[config.mk]
export PLATFORM = sky130hd
export DESIGN_NAME = lcd_bus_receiver_flat
export DESIGN_NICKNAME = d
export VERILOG_FILES = /design/src/rtl/lcd_pkg.sv /design/src/rtl/lcd_bus_receiver_if.sv /design/src/rtl/lcd_strobe_sync.sv /design/src/rtl/lcd_bus_receiver.sv /design/src/flat_wrapper.sv
export SDC_FILE = /design/constraint.sdc
export NUM_CORES = 1
export LEC_CHECK = 0
export CAP_MARGIN = 5
export CORE_ASPECT_RATIO = 0.9
export CORE_UTILIZATION = 25
export CTS_CLUSTER_DIAMETER = 200
export DETAILED_ROUTE_END_ITERATION = 10
export PLACE_DENSITY = 0.46
export SYNTH_ARGS = -nofsm -noshare
export SYNTH_HDL_FRONTEND = slang
export SYNTH_SLANG_ARGS = --single-unit
[constraint.sdc]
create_clock -name clk -period 4.55 [get_ports clk]
set_clock_uncertainty 0.2 [all_clocks]
set_input_delay 1.365 -clock clk [delete_from_list [all_inputs] [get_ports clk]]
set_output_delay 1.365 -clock clk [all_outputs]
set_load 0.02 [all_outputs]
[src/rtl/lcd_pkg.sv]
`default_nettype none
// ============================================================================
// Module      : lcd_pkg
// Description : Shared constants, state type and AC helpers for the LCD
//               bus responder.
// Revision    : 1.0  initial release
// ============================================================================
package lcd_pkg;

  localparam logic [7:0] CMD_CLEAR = 8'h01;
  localparam logic [7:0] CMD_HOME  = 8'h02;
  localparam logic [7:0] CMD_ENTRY = 8'h04;
  localparam logic [7:0] CMD_DISP  = 8'h08;
  localparam logic [7:0] CMD_SHIFT = 8'h10;
  localparam logic [7:0] CMD_FUNC  = 8'h20;
  localparam logic [7:0] CMD_CGRAM = 8'h40;
  localparam logic [7:0] CMD_DDRAM = 8'h80;

  localparam logic [6:0] LINE1_BASE  = 7'h00;
  localparam logic [6:0] LINE2_BASE  = 7'h40;
  localparam logic [7:0] ASCII_SPACE = 8'h20;

  typedef enum logic [1:0] {
    ST_IDLE = 2'd0,
    ST_FILL = 2'd1,
    ST_BUSY = 2'd2
  } lcd_state_t;

  // Returns {on_screen, cell_index}; both lines share the low nibble as column.
  function automatic logic [5:0] ac_map(input logic [6:0] ac);
    return {(ac[5:4] == 2'b00), ac[6], ac[3:0]};
  endfunction

  function automatic logic [6:0] ac_step(input logic [6:0] ac, input logic inc);
    if (inc) begin
      if (ac == LINE1_BASE + 7'h0F) return LINE2_BASE;
      if (ac == LINE2_BASE + 7'h0F) return LINE1_BASE;
      return ac + 7'd1;
    end
    if (ac == LINE2_BASE) return LINE1_BASE + 7'h0F;
    if (ac == LINE1_BASE) return LINE2_BASE + 7'h0F;
    return ac - 7'd1;
  endfunction

endpackage
`default_nettype wire

[src/rtl/lcd_bus_receiver_if.sv]
`default_nettype none
// ============================================================================
// Module      : lcd_bus_receiver_if
// Description : HD44780-style 8-bit LCD bus between host and responder.
// Revision    : 1.0  initial release
// ============================================================================
interface lcd_bus_receiver_if;
  logic       lcd_rs;
  logic       lcd_rw;
  logic       lcd_e;
  logic [7:0] lcd_data_in;
  logic [7:0] lcd_data_out;
  logic       lcd_data_oe;

  modport master (
    output lcd_rs, lcd_rw, lcd_e, lcd_data_in,
    input  lcd_data_out, lcd_data_oe
  );

  modport slave (
    input  lcd_rs, lcd_rw, lcd_e, lcd_data_in,
    output lcd_data_out, lcd_data_oe
  );
endinterface
`default_nettype wire

[src/rtl/lcd_strobe_sync.sv]
`default_nettype none
// ============================================================================
// Module      : lcd_strobe_sync
// Description : Synchronizes the asynchronous lcd_e strobe and flags its
//               falling edge.
// Revision    : 1.0  initial release
// ============================================================================
module lcd_strobe_sync #(
  parameter int SYNC_STAGES = 2
) (
  input  wire  clk,
  input  wire  rst_n,
  input  wire  lcd_e,
  output logic e_sync,
  output logic e_fall
);

  logic [SYNC_STAGES-1:0] r_sync;
  logic                   r_prev;

  // Shift form keeps a single-stage chain legal.
  always_ff @(posedge clk or negedge rst_n) begin
    if (!rst_n) begin
      r_sync <= '0;
      r_prev <= 1'b0;
    end else begin
      r_sync <= (r_sync << 1) | SYNC_STAGES'(lcd_e);
      r_prev <= r_sync[SYNC_STAGES-1];
    end
  end

  assign e_sync = r_sync[SYNC_STAGES-1];
  assign e_fall = r_prev & ~r_sync[SYNC_STAGES-1];

endmodule
`default_nettype wire

[src/rtl/lcd_bus_receiver.sv]
`default_nettype none
// ============================================================================
// Module      : lcd_bus_receiver
// Description : LCD bus responder with 2x16 character mirror, busy flag and
//               address counter emulation.
// Revision    : 1.0  initial release
// ============================================================================
module lcd_bus_receiver
  import lcd_pkg::*;
#(
  parameter int BUSY_SHORT  = 1850,
  parameter int BUSY_LONG   = 76000,
  parameter int SYNC_STAGES = 2
) (
  input  wire               clk,
  input  wire               rst_n,
  lcd_bus_receiver_if.slave bus,
  input  wire  [4:0]        rd_index,
  output logic [7:0]        rd_char,
  output logic              busy,
  output logic [6:0]        addr_ctr,
  output logic              disp_on,
  output logic              cmd_valid,
  output logic [8:0]        last_cmd,
  output logic              err_busy
);

  localparam int CW = $clog2(BUSY_LONG + 1);

  lcd_state_t     r_state, w_state_nxt;
  logic [CW-1:0]  r_cnt, w_cnt_nxt;
  logic [4:0]     r_fill_idx, w_fill_nxt;
  logic [6:0]     r_ac, w_ac_nxt;
  logic           r_id, w_id_nxt;
  logic           r_disp, w_disp_nxt;
  logic           r_smp_rs, r_smp_rw;
  logic [7:0]     r_smp_data;
  logic [7:0]     r_mem [32];
  logic           r_cmd_valid, r_err_busy;
  logic [8:0]     r_last_cmd;
  logic           w_e_sync, w_e_fall, w_accept, w_drop, w_busy;
  logic           w_we, w_op_short, w_op_long, w_op_fill;
  logic [5:0]     w_map;
  logic [7:0]     w_ac_char;

  lcd_strobe_sync #(.SYNC_STAGES(SYNC_STAGES)) u_sync (
    .clk    (clk),
    .rst_n  (rst_n),
    .lcd_e  (bus.lcd_e),
    .e_sync (w_e_sync),
    .e_fall (w_e_fall)
  );

  assign w_busy    = (r_state != ST_IDLE);
  assign w_drop    = w_e_fall & ~r_smp_rw & w_busy;
  assign w_accept  = w_e_fall & ~w_drop;
  assign w_map     = ac_map(r_ac);
  assign w_ac_char = w_map[5] ? r_mem[w_map[4:0]] : ASCII_SPACE;

  always_ff @(posedge clk or negedge rst_n) begin
    if (!rst_n) r_state <= ST_IDLE;
    else        r_state <= w_state_nxt;
  end

  always_comb begin
    w_state_nxt = r_state;
    w_cnt_nxt   = r_cnt;
    w_fill_nxt  = r_fill_idx;
    w_ac_nxt    = r_ac;
    w_id_nxt    = r_id;
    w_disp_nxt  = r_disp;
    w_we        = 1'b0;
    w_op_short  = 1'b0;
    w_op_long   = 1'b0;
    w_op_fill   = 1'b0;
    case (r_state)
      ST_FILL: begin
        w_fill_nxt = r_fill_idx + 5'd1;
        if (r_fill_idx == 5'd31) begin
          w_state_nxt = ST_BUSY;
          // Fill cycles already consumed 32 of the long busy window.
          w_cnt_nxt   = CW'(BUSY_LONG - 33);
        end
      end
      ST_BUSY: begin
        if (r_cnt == '0) w_state_nxt = ST_IDLE;
        else             w_cnt_nxt   = r_cnt - CW'(1);
      end
      default: ;
    endcase
    if (w_accept) begin
      case ({r_smp_rs, r_smp_rw})
        2'b00: begin
          w_op_short = 1'b1;
          if (|(r_smp_data & CMD_DDRAM))      w_ac_nxt = r_smp_data[6:0];
          else if (|(r_smp_data & (CMD_CGRAM | CMD_FUNC))) w_op_short = 1'b1;
          else if (|(r_smp_data & CMD_SHIFT)) begin
            if (!r_smp_data[3]) w_ac_nxt = ac_step(r_ac, r_smp_data[2]);
          end
          else if (|(r_smp_data & CMD_DISP))  w_disp_nxt = r_smp_data[2];
          else if (|(r_smp_data & CMD_ENTRY)) w_id_nxt = r_smp_data[1];
          else if (|(r_smp_data & CMD_HOME)) begin
            w_ac_nxt  = LINE1_BASE;
            w_op_long = 1'b1;
          end
          else if (|(r_smp_data & CMD_CLEAR)) begin
            w_ac_nxt  = LINE1_BASE;
            w_id_nxt  = 1'b1;
            w_op_fill = 1'b1;
          end
        end
        2'b10: begin
          w_we       = w_map[5];
          w_ac_nxt   = ac_step(r_ac, r_id);
          w_op_short = 1'b1;
        end
        2'b11: begin
          w_ac_nxt   = ac_step(r_ac, r_id);
          w_op_short = 1'b1;
        end
        default: ; // status reads leave the busy window untouched
      endcase
      if (r_state == ST_IDLE) begin
        if (w_op_fill) begin
          w_state_nxt = ST_FILL;
          w_fill_nxt  = 5'd0;
        end else if (w_op_long) begin
          w_state_nxt = ST_BUSY;
          w_cnt_nxt   = CW'(BUSY_LONG - 1);
        end else if (w_op_short) begin
          w_state_nxt = ST_BUSY;
          w_cnt_nxt   = CW'(BUSY_SHORT - 1);
        end
      end
    end
  end

  always_ff @(posedge clk or negedge rst_n) begin
    if (!rst_n) begin
      r_cnt       <= '0;
      r_fill_idx  <= '0;
      r_ac        <= LINE1_BASE;
      r_id        <= 1'b1;
      r_disp      <= 1'b0;
      r_smp_rs    <= 1'b0;
      r_smp_rw    <= 1'b0;
      r_smp_data  <= '0;
      r_cmd_valid <= 1'b0;
      r_last_cmd  <= '0;
      r_err_busy  <= 1'b0;
    end else begin
      r_cnt       <= w_cnt_nxt;
      r_fill_idx  <= w_fill_nxt;
      r_ac        <= w_ac_nxt;
      r_id        <= w_id_nxt;
      r_disp      <= w_disp_nxt;
      r_cmd_valid <= w_accept;
      if (w_e_sync) begin
        r_smp_rs   <= bus.lcd_rs;
        r_smp_rw   <= bus.lcd_rw;
        r_smp_data <= bus.lcd_data_in;
      end
      if (w_accept) r_last_cmd <= {r_smp_rs, r_smp_data};
      if (w_drop)   r_err_busy <= 1'b1;
    end
  end

  always_ff @(posedge clk or negedge rst_n) begin
    if (!rst_n) begin
      for (int i = 0; i < 32; i++) r_mem[i] <= ASCII_SPACE;
    end else if (r_state == ST_FILL) begin
      r_mem[r_fill_idx] <= ASCII_SPACE;
    end else if (w_we) begin
      r_mem[w_map[4:0]] <= r_smp_data;
    end
  end

  assign bus.lcd_data_oe  = w_e_sync & bus.lcd_rw;
  assign bus.lcd_data_out = !bus.lcd_data_oe ? 8'h00 :
                            (bus.lcd_rs ? w_ac_char : {w_busy, r_ac});

  assign rd_char   = r_mem[rd_index];
  assign busy      = w_busy;
  assign addr_ctr  = r_ac;
  assign disp_on   = r_disp;
  assign cmd_valid = r_cmd_valid;
  assign last_cmd  = r_last_cmd;
  assign err_busy  = r_err_busy;

endmodule
`default_nettype wire

[src/flat_wrapper.sv]
// flat-port wrapper written by rule: the top's interface ports become plain ports
module lcd_bus_receiver_flat import lcd_pkg::*;
#(
  parameter int BUSY_SHORT  = 1850,
  parameter int BUSY_LONG   = 76000,
  parameter int SYNC_STAGES = 2
)
  (clk, rst_n, rd_index, rd_char, busy, addr_ctr, disp_on, cmd_valid, last_cmd, err_busy, bus_lcd_rs, bus_lcd_rw, bus_lcd_e, bus_lcd_data_in, bus_lcd_data_out, bus_lcd_data_oe);
  lcd_bus_receiver_if bus_i ();
  input  wire clk;
  input  wire rst_n;
  input  wire  [4:0] rd_index;
  output logic [7:0] rd_char;
  output logic busy;
  output logic [6:0] addr_ctr;
  output logic disp_on;
  output logic cmd_valid;
  output logic [8:0] last_cmd;
  output logic err_busy;
  input wire logic [$bits(bus_i.lcd_rs)-1:0] bus_lcd_rs;
  input wire logic [$bits(bus_i.lcd_rw)-1:0] bus_lcd_rw;
  input wire logic [$bits(bus_i.lcd_e)-1:0] bus_lcd_e;
  input wire logic [$bits(bus_i.lcd_data_in)-1:0] bus_lcd_data_in;
  output wire logic [$bits(bus_i.lcd_data_out)-1:0] bus_lcd_data_out;
  output wire logic [$bits(bus_i.lcd_data_oe)-1:0] bus_lcd_data_oe;
  assign bus_i.lcd_rs = bus_lcd_rs;
  assign bus_i.lcd_rw = bus_lcd_rw;
  assign bus_i.lcd_e = bus_lcd_e;
  assign bus_i.lcd_data_in = bus_lcd_data_in;
  assign bus_lcd_data_out = bus_i.lcd_data_out;
  assign bus_lcd_data_oe = bus_i.lcd_data_oe;
  lcd_bus_receiver #(.BUSY_SHORT(BUSY_SHORT), .BUSY_LONG(BUSY_LONG), .SYNC_STAGES(SYNC_STAGES)) u_core (.clk(clk), .rst_n(rst_n), .bus(bus_i), .rd_index(rd_index), .rd_char(rd_char), .busy(busy), .addr_ctr(addr_ctr), .disp_on(disp_on), .cmd_valid(cmd_valid), .last_cmd(last_cmd), .err_busy(err_busy));
endmodule
==> run_results.csv <==
group,metric,value,unit
layout,antenna_cells,0,
global_route,gr-usage-all-layers,20.28,%
timing,setup_ws,-0.02074,ns
layout,post-route-util,31.49,%
run,maxCapViolations,0,
global_route,overflow,0,
timing,finalCritPeriodShare,100.5,%
power_and_ir_drop,p_leak,9.359,nW
logic_synthesis,synth_top_area_share,38.34,%
layout,layout.nets,1961,
timing,worstMarginPinSlew,1.121,ns
place,gp_routability_congestion,0.9825,
power_and_ir_drop,power.total,10.62,mW
logic_synthesis,synth_ff_type,"dfrtp_1",
place,hpwl,55040,um
detailed_routing,route.detailed.drc,0,
run_status,violations,"negative setup slack",
power_and_ir_drop,ir_drop,0.2264,mV
logic_synthesis,yosysTopAreaCell,"dfrtp_1",
power_and_ir_drop,power_frac_seq,33.0,%
detailed_routing,dr.pass1.iters,5,
global_route,antenna_found_initial,0,
run_status,status,"finished, violations left",
logic_synthesis,synth_cells,1831,
logic_synthesis,syn_avg_cell_area,9.982,um2
setup_path,cp_slowest_stage_delay,0.45,ns
floorplanning,coreArea,0.07191,mm2
logic_synthesis,ys_ff_latch,313,
clock_network,htreeDepth,2,
power_and_ir_drop,powerDensity,468.8,mW/mm2
logic_synthesis,synthArstFlopShare,100.0,%
place,placedCellCount,2805,
worst_hold_path,min-delay-path-class,"reg2reg",
setup_path,cp-end-kind,"output pin",
power_and_ir_drop,p_int,6.899,mW
clock_network,cts_buffer_depth,3,
detailed_routing,wirelength,76060,um
power_and_ir_drop,p_sw_share,35.01,%
floorplanning,dieWidth,287.0,um
setup_path,path_buf_inv,4,
detailed_routing,vias_per_cell,5.394,
global_route,grt_pass1_vias,15080,
logic_synthesis,syn-cell-area,0.01828,mm2
floorplanning,die-area,0.07419,mm2
setup_path,cp.arrival,3.01,ns
timing,relSlewSlack,25.24,%
timing,rsz0062_at_grt,"yes",
logic_synthesis,ys_top_cells_by_area,"dfrtp_1 38%, mux4_2 9.4%, mux2i_1 7.7%, nand2_1 7.5%, dfstp_2 4.7%",
logic_synthesis,syn-num-nets,1864,
floorplanning,fp.dieH,258.5,um
detailed_routing,vias,15700,
setup_path,slowest_stage,"clkdlybuf4s50_1",
setup_path,crit_family,"buffers and inverters",
clock_network,numCtsBuffers,40,
place,port_buffers,54,
layout,layout-drive-gt1-share,23.88,%
setup_path,crit_fanout,15,
setup_path,path_class,"in2out",
power_and_ir_drop,p_comb_share,32.9,%
layout,final_common_cell,"nand2_1",
clock_network,clockRootBuffer,"clkbuf_16",
setup_path,start_kind,"primary input",
power_and_ir_drop,switchingPower,3.717,mW
clock_network,postCtsHoldBufs,0,
floorplanning,start_util,25.41,%
global_route,grt_max_degree,90,
detailed_routing,wl_per_cell,26.14,um
layout,area_growth,23.89,%
timing,maxSlewViolCount,0,
layout,layout.cells.non_filler,2910,
logic_synthesis,yosysSeqAreaShare,43.08,%
setup_path,crit_chain,"clkdlybuf4s50_1, buf_12, buf_12, mux2i_2, a22oi_1, o21a_1, buf_6",
floorplanning,placementRows,93,
timing,report.final.hold_viol_count,0,
detailed_routing,ant_nets,0,
layout,final_cell_mix,"361 x nand2_1, 271 x dfrtp_1, 159 x o21ai_0, 120 x buf_4, 119 x mux2i_1",
timing,min_period,4.571,ns
place,pre_cts_slack,-0.6785,ns
floorplanning,io_pins,55,
logic_synthesis,ys_types,78,
logic_synthesis,yosysWarnings,0,
clock_network,cts_tree,"built",
logic_synthesis,synth-edff-count,0,
timing,final-setup-viol-count,6,
clock_network,path_clk_slew,0.05,ns
clock_network,clkLatencyLatePin,0.59,ns
timing,fmax,218.8,MHz
clock_network,cts.sink_count,313,
detailed_routing,drt_iter0_drc,1713,
setup_path,cp.required,2.98,ns
setup_path,cp_common_cell,"buf_12",
power_and_ir_drop,clockPowerShare,34.1,%
global_route,grt_pass1_wl,110300,um
power groups by stage:
stage                     Combinational [mW]  Sequential (mW)  Clock (mW)
after detailed placement                3.14             3.56           0
final                                   3.50             3.50        3.62
after CTS                               3.31             3.48        3.69
after global routing                    3.72             3.53        3.81
after global placement                  3.12             3.56           0
after floorplan                         2.02             3.39           0
area by class of cell:
class | count | area [um2]
multi-input combinational | 1342 | 9973
inverter | 30 | 112.6
sequential | 313 | 7890
clock buffer | 56 | 1184
tap | 950 | 1189
fill | 7307 | 49270
timing repair buffer | 201 | 1979
clock inverter | 18 | 315.3
logic make-up (layout without fill, tap and decap cells):
kind of cell / Yosys count / after routing / share of synthesized area [%]
fa+ha+maj: 15 / 15 / 1.027
simple gates: 640 / 640 / 17.33
buf+inv: 176 / 305 / 4.272
flops: 313 / 313 / 43.08
xor+xnor: 10 / 10 / 0.4792
mux: 238 / 238 / 18.39
compound gates: 439 / 439 / 15.42
cells in the mapped netlist (6+ instances only):
cell type and number:
nand2_1 363, dfrtp_1 280, o21ai_0 159, mux2i_1 140, a22o_1 86, mux4_2 76, clkbuf_1 71, o22ai_1 60
nor2_1 55, buf_2 53, a21oi_1 50, nand3_1 35, dfstp_2 33, inv_1 29, mux2_2 22, nor3b_1 22
a22oi_1 20, nor4_1 20, nor3_1 16, ha_1 15, or3_1 15, nand4_1 12, nor2b_1 12, a31oi_1 11
nor2_2 11, buf_1 10, o21a_1 9, and2_1 8, buf_4 8, o211ai_1 7, and3_1 6
worst paths after layout:
kind                                    startpoint                       to  slack [ns]  cells past startpoint
max                                    rd_index[2]               rd_char[2]       -0.02                      7
min                        u_core.u_sync.r_sync[0]  u_core.u_sync.r_sync[1]        0.15                      0
max reg2reg                     u_core.addr_ctr[1]        u_core.r_mem[125]        0.88                      8
min reg2reg                u_core.u_sync.r_sync[0]  u_core.u_sync.r_sync[1]        0.15                      0
max in group asynchronous                    rst_n        u_core.r_mem[165]        2.59                      2
min in group asynchronous                    rst_n          u_core.r_mem[6]        0.58                      1
worst reg2reg max path, stage by stage, from the launching register on:
cell     delay (ns)
dfrtp_4        0.59
buf_4          0.19
buf_4          0.19
inv_1          0.15
ha_1           0.28
or3b_1         0.72
nor2_1         0.44
and4_1         0.58
mux2i_1        0.26
per-layer routing:
layer,global-route usage [%],vias to the layer above,routed length [um]
met3,4.269,141,5568
li1,-,6915,-
met5,0,-,0
met4,7.329,0,3080
met1,29.27,7997,34760
met2,29.64,643,32650
flip-flops by register name, indices dropped and copies added, names as in the netlist:
name / cells
u_core.u_sync.r_prev: 1
u_core.last_cmd: 9
u_core.r_mem: 256
u_core.err_busy: 1
u_core.u_sync.r_sync: 2
u_core.r_fill_idx: 5
u_core.cmd_valid: 1
u_core.addr_ctr: 7
u_core.disp_on: 1
u_core.r_smp_rs: 1
u_core.r_state: 2
u_core.r_cnt: 17
u_core.r_id: 1
u_core.r_smp_data: 8
u_core.r_smp_rw: 1
per-stage QoR:
| stage | area [um2] | hold slack [ns] | TNS [ns] |
|---|---|---|---|
| final | 22640 | 0.1492 | -0.07251 |
| after detailed placement | 20430 | 0.1379 | -5.725 |
| after global routing | 22640 | 0.1667 | -0.2690 |
| after global placement | 20430 | 0.1402 | -5.399 |
| after CTS | 22250 | 0.1507 | -0.3820 |
| after floorplan | 18280 | 0.1312 | 0 |
what timing repair did:
action / in CTS / in global routing
gates cloned: 3 / 3
endpoints found under the setup margin: 16 / 16
pin swaps: 3 / 11
buffers inserted: 6 / 19
gates resized for setup: 97 / 50
Power figures use the tool's default switching activity.
